$ cat src/rtl/keypad_scan.sv
// keypad_scan: 4x4 key matrix scanner with debounce.
//   Drives one active-low column at a time, samples the active-low rows through
//   a 2-flop synchronizer, and only makes decisions on a slow scan tick. A key
//   is accepted after DEBOUNCE_CNT matching ticks and released after
//   DEBOUNCE_CNT idle ticks.
// Ports:
//   clk        system clock
//   rst_n      asynchronous active-low reset
//   row_in     matrix rows, active-low, asynchronous to clk
//   col_out    column drive, active-low one-hot
//   key_code   last accepted key, row*4+col
//   key_valid  one-cycle pulse per accepted press
//   key_held   high while the accepted key is still down
module keypad_scan #(
  parameter int SCAN_DIV     = 5000,
  parameter int DEBOUNCE_CNT = 4
) (
  input  logic       clk,
  input  logic       rst_n,
  input  logic [3:0] row_in,
  output logic [3:0] col_out,
  output logic [3:0] key_code,
  output logic       key_valid,
  output logic       key_held
);

  localparam int DW = (SCAN_DIV > 1) ? $clog2(SCAN_DIV) : 1;
  localparam logic [3:0] DB_N = 4'(DEBOUNCE_CNT);

  typedef enum logic [1:0] {SCAN, DEBOUNCE, PRESSED} state_e;

  state_e          state_q, state_d;
  logic [DW-1:0]   div_q, div_d;
  logic [1:0]      col_q, col_d;
  logic [1:0]      cand_q, cand_d;
  logic [3:0]      cnt_q, cnt_d;
  logic [3:0]      rel_q, rel_d;
  logic [3:0]      code_q, code_d;
  logic            valid_q, valid_d;
  logic [3:0]      r1_q, rs_q;

  logic            tick;
  logic            is_none, is_single;
  logic [2:0]      nlow;
  logic [1:0]      row_idx;

  // Row synchronizer; idle (all high) out of reset so no phantom press.
  always_ff @(posedge clk or negedge rst_n) begin
    if (!rst_n) begin
      r1_q <= 4'hF;
      rs_q <= 4'hF;
    end else begin
      r1_q <= row_in;
      rs_q <= r1_q;
    end
  end

  assign tick  = (div_q == DW'(SCAN_DIV - 1));
  assign div_d = tick ? '0 : div_q + 1'b1;

  // Row classification: count low rows, pick the index of the low one.
  always_comb begin
    nlow    = '0;
    row_idx = '0;
    for (int i = 3; i >= 0; i--) begin
      if (!rs_q[i]) begin
        nlow    = nlow + 3'd1;
        row_idx = 2'(i);
      end
    end
  end

  assign is_none   = (rs_q == 4'hF);
  assign is_single = (nlow == 3'd1);

  always_comb begin
    state_d = state_q;
    col_d   = col_q;
    cand_d  = cand_q;
    cnt_d   = cnt_q;
    rel_d   = rel_q;
    code_d  = code_q;
    valid_d = 1'b0;
    if (tick) begin
      case (state_q)
        SCAN: begin
          if (is_single) begin
            cand_d = row_idx;
            if (DB_N <= 4'd1) begin
              code_d  = {row_idx, col_q};
              valid_d = 1'b1;
              rel_d   = '0;
              cnt_d   = '0;
              state_d = PRESSED;
            end else begin
              cnt_d   = 4'd1;
              state_d = DEBOUNCE;
            end
          end else begin
            col_d = col_q + 2'd1;
          end
        end
        DEBOUNCE: begin
          if (is_single && row_idx == cand_q) begin
            if (cnt_q + 4'd1 >= DB_N) begin
              // Registered outputs make the event appear one cycle after this tick.
              code_d  = {cand_q, col_q};
              valid_d = 1'b1;
              rel_d   = '0;
              cnt_d   = '0;
              state_d = PRESSED;
            end else begin
              cnt_d = cnt_q + 4'd1;
            end
          end else begin
            cnt_d   = '0;
            col_d   = col_q + 2'd1;
            state_d = SCAN;
          end
        end
        PRESSED: begin
          // Any activity on the frozen column, even another key, restarts release.
          if (is_none) begin
            if (rel_q + 4'd1 >= DB_N) begin
              rel_d   = '0;
              col_d   = col_q + 2'd1;
              state_d = SCAN;
            end else begin
              rel_d = rel_q + 4'd1;
            end
          end else begin
            rel_d = '0;
          end
        end
        default: state_d = SCAN;
      endcase
    end
  end

  always_ff @(posedge clk or negedge rst_n) begin
    if (!rst_n) begin
      state_q <= SCAN;
      div_q   <= '0;
      col_q   <= '0;
      cand_q  <= '0;
      cnt_q   <= '0;
      rel_q   <= '0;
      code_q  <= '0;
      valid_q <= 1'b0;
    end else begin
      state_q <= state_d;
      div_q   <= div_d;
      col_q   <= col_d;
      cand_q  <= cand_d;
      cnt_q   <= cnt_d;
      rel_q   <= rel_d;
      code_q  <= code_d;
      valid_q <= valid_d;
    end
  end

  assign col_out   = ~(4'b0001 << col_q);
  assign key_code  = code_q;
  assign key_valid = valid_q;
  assign key_held  = (state_q == PRESSED);

endmodule
$ cat config.mk
export PLATFORM = sky130hd
export DESIGN_NAME = keypad_scan
export DESIGN_NICKNAME = d
export VERILOG_FILES = /design/src/rtl/keypad_scan.sv
export SDC_FILE = /design/constraint.sdc
export NUM_CORES = 1
export LEC_CHECK = 0
export ABC_AREA = 1
export ABC_CLOCK_PERIOD_IN_PS = 2600
export BUFFER_PORTS_ARGS = -buffer_cell sky130_fd_sc_hd__buf_2
export CAP_MARGIN = 20
export CORE_MARGIN = 3
export CORE_UTILIZATION = 40
export CTS_BUF_LIST = sky130_fd_sc_hd__clkbuf_4 sky130_fd_sc_hd__clkbuf_8
export DETAILED_ROUTE_END_ITERATION = 6
export GPL_TIMING_DRIVEN = 0
export PLACE_DENSITY = 0.69
export RECOVER_POWER = 100
export SYNTH_ARGS = -nofsm -noshare
export SYNTH_HDL_FRONTEND = slang
export SYNTH_SLANG_ARGS = --single-unit
export TNS_END_PERCENT = 5
$ cat constraint.sdc
create_clock -name clk -period 2.6 [get_ports clk]
set_input_delay 0.26 -clock clk [delete_from_list [all_inputs] [get_ports clk]]
set_output_delay 0.26 -clock clk [all_outputs]
set_load 0.02 [all_outputs]
==> flow_metrics.env <==
export IMPL_synth_warnings=0
export IMPL_grt_pass1_wl_mm=7.18
export IMPL_routedWlPerCell_um=10.9
export IMPL_ys_ff_latch=40
export IMPL_final_setup_viol_count=0
export IMPL_startpoint="rs_q[3]$_DFF_PN1_"
export IMPL_gr_total_overflow=0
export IMPL_nNetsFinal=320
export IMPL_fp_coreArea_sq_um=5340
export IMPL_portBuffers=15
export IMPL_gp_congestion=0.900
export IMPL_grt_max_degree=41
export IMPL_clkLatencyLatePin_ps=300
export IMPL_r2r_start="rs_q[3]$_DFF_PN1_"
export IMPL_arrival_ps=2580
export IMPL_post_synth_instance_area_sq_um=2300
export IMPL_syn_inst=276
export IMPL_worst_slew_pin_slew_ps=2060
export IMPL_worst_setup_path_type="reg -> reg"
export IMPL_yosys_top_cells_count="nand2_1, inv_1, dfrtp_1"
export IMPL_grt_pass1_vias=1687
export IMPL_regArea_sq_um=1010
export IMPL_wl_mm=4.01
export IMPL_antenna_cells=0
export IMPL_synth_edf_count=0
export IMPL_irDropWorstVdd_mv=0.250
export IMPL_clock_sinks=40
export IMPL_firstDrtPassIters=4
export IMPL_power_mw=1.25
export IMPL_critical_path_endpoint_type="flip-flop"
export IMPL_synth_top_area_share_pct=34.8
export IMPL_min_path_cells=1
export IMPL_cp_required_ps=2780
export IMPL_start_kind="flip-flop"
export IMPL_mappedNetlistNets=298
export IMPL_fin_skew_ps=7.59
export IMPL_dieArea_sq_um=6690
export IMPL_rows=26
export IMPL_synth_area_top_cells="dfrtp_1, nand2_1, dfstp_2"
export IMPL_multiInputGateArea_sq_um=1050
export IMPL_dieWidth_um=81.8
export IMPL_nFillCells=542
export IMPL_power_density_nw_per_um2=491
export IMPL_cellLeakagePower_nw=1.25
export IMPL_drcViolationCount=0
export IMPL_cp_max_fo=4
export IMPL_hold_viol_final=0
export IMPL_dp_hpwl_mm=3.02
export IMPL_cts_tree="done"
export IMPL_avgSynthCellArea_sq_um=8.33
export IMPL_cts_buffer_depth=2
export IMPL_min_path_type="in -> reg"
export IMPL_synth_cell_types=33
export IMPL_vias_per_cell=4.72
export IMPL_ctsHoldBuffers=0
export IMPL_drtIter0Drc=99
export IMPL_outcome="finished, violations left"
export IMPL_fmax_mhz=416
export IMPL_yosys_most_used_dff="dfrtp_1"
export IMPL_grt_use_total_pct=13.7
export IMPL_numCtsBuffers=5
export IMPL_critical_path_endpoint="cnt_q[2]$_DFFE_PN0P_"
export IMPL_vias=1741
export IMPL_start_util_pct=43.1
export IMPL_maxSlewViolCount=41
export IMPL_rr_endpoint="cnt_q[2]$_DFFE_PN0P_"
export IMPL_final_util_pct=47.8
export IMPL_drive_gt1_share_pct=17.4
export IMPL_ant_nets=0
export IMPL_reg2reg_depth=13
export IMPL_antenna_found_initial=0
export IMPL_rsz0062_at_grt="no"
export IMPL_yosys_area_top_type="dfrtp_1"
export IMPL_slew_headroom_pct=-37.3
export IMPL_htree_levels=2
export IMPL_min_period_ps=2400
export IMPL_drv_cap=1
export IMPL_ys_seq_area_share_pct=44.0
export IMPL_num_io_pins=16
export IMPL_violations="max-capacitance violations, max-slew violations"
export IMPL_r2r_slack_ps=200
export IMPL_synth_most_common_cell="nand2_1"
export IMPL_min_period_over_period_pct=92.5
export IMPL_fin_setup_tns_ps=0
export IMPL_area_growth_pct=11.0
export IMPL_cts_resized=0
export IMPL_die_h_um=81.8
export IMPL_cts_setup_buffers=0
export IMPL_ctsRootBufferMaster="clkbuf_8"
export IMPL_async_flop_share_pct=100
export IMPL_clk_pin_slew_ps=80
## power breakdown
group          internal, mW  switching [mW]  total (mW)
Sequential            0.633         0.00310       0.636
Clock                 0.314           0.222       0.535
Combinational        0.0263          0.0549      0.0812
## cell families after synthesis
group,Yosys count,synth area share [%]
compound gates,21,5.55
xor+xnor,5,1.91
fa+ha+maj,16,8.71
buf+inv,54,9.42
flops,40,44.0
simple gates,140,30.4
## how the worst min path moves through the flow
stage,from,to
after floorplan,rst_n,cand_q[0]$_DFFE_PN0P_
after global placement,r1_q[2]$_DFF_PN1_,rs_q[2]$_DFF_PN1_
after detailed placement,r1_q[0]$_DFF_PN1_,rs_q[0]$_DFF_PN1_
after CTS,row_in[0],r1_q[0]$_DFF_PN1_
after global routing,row_in[1],r1_q[1]$_DFF_PN1_
final,row_in[0],r1_q[0]$_DFF_PN1_
## cell type report
class | instances | area share (%)
clock inverter | 2 | 1.52
inverter | 52 | 7.75
clock buffer | 6 | 3.24
sequential | 40 | 39.6
tap | 70 | 3.43
buffer | 2 | 0.736
timing repair buffer | 15 | 2.40
multi-input combinational | 182 | 41.3
## state kept, by name, summed over array words and instances, names as in the netlist
register	cells
rel_q	4
div_q	13
r1_q	4
cnt_q	4
col_q	2
key_code	4
rs_q	4
state_q	2
cand_q	2
key_valid	1
## stage by stage
step | instance area, sq um | cells | worst slack, ps | hold WS [ps]
after floorplan | 2300 | 276 | 384 | -35.6
after global placement | 2460 | 361 | 279 | 347
after detailed placement | 2460 | 361 | 160 | 347
after CTS | 2580 | 369 | 143 | 50.1
after global routing | 2550 | 369 | 13.3 | 49.2
final | 2550 | 369 | 196 | 60.7
## cell usage in the layout (no fill, tap or decap), types with 2 or more instances in the layout
cell type  synthesis  layout
nor2_1            23      24
a21oi_1            5       5
dfrtp_1           32      32
xor2_1             4       4
nand3_2            5       5
inv_2              5       5
nor3_1             8       8
nor2_4             2       2
inv_1             46      46
a21oi_2            1       2
dfstp_2            8       8
o21ai_1            9       6
o21ai_0            2       6
ha_1              16      15
nand3_1           18      18
buf_2              0       4
or2_2              2       2
nor2_2             3       3
nand2_1           59      60
nand2_2            7       6
clkbuf_1           0      11
nand4_1            8       8
clkbuf_8           0       6
## routing by layer
layer  share of wire (%)  GRT usage, %  up-vias
li1                    -             -      904
met1                  47          17.1      792
met2                  47          22.9       40
met3                 4.9          3.73        5
met4                0.72          4.15        0
met5                   0             0        -
## worst max-delay path, stage by stage, from the launching register on
cell and delay [ps]:
dfstp_2 560, inv_1 80, ha_4 290, inv_1 40, nand2_1 90, nand2_2 70
ha_1 300, nor2_1 120, nand3_2 110, nand2_2 100, nand2_1 80, nand2_1 140
nor3b_2 240, nor2_1 70
Power figures use the tool's default switching activity.
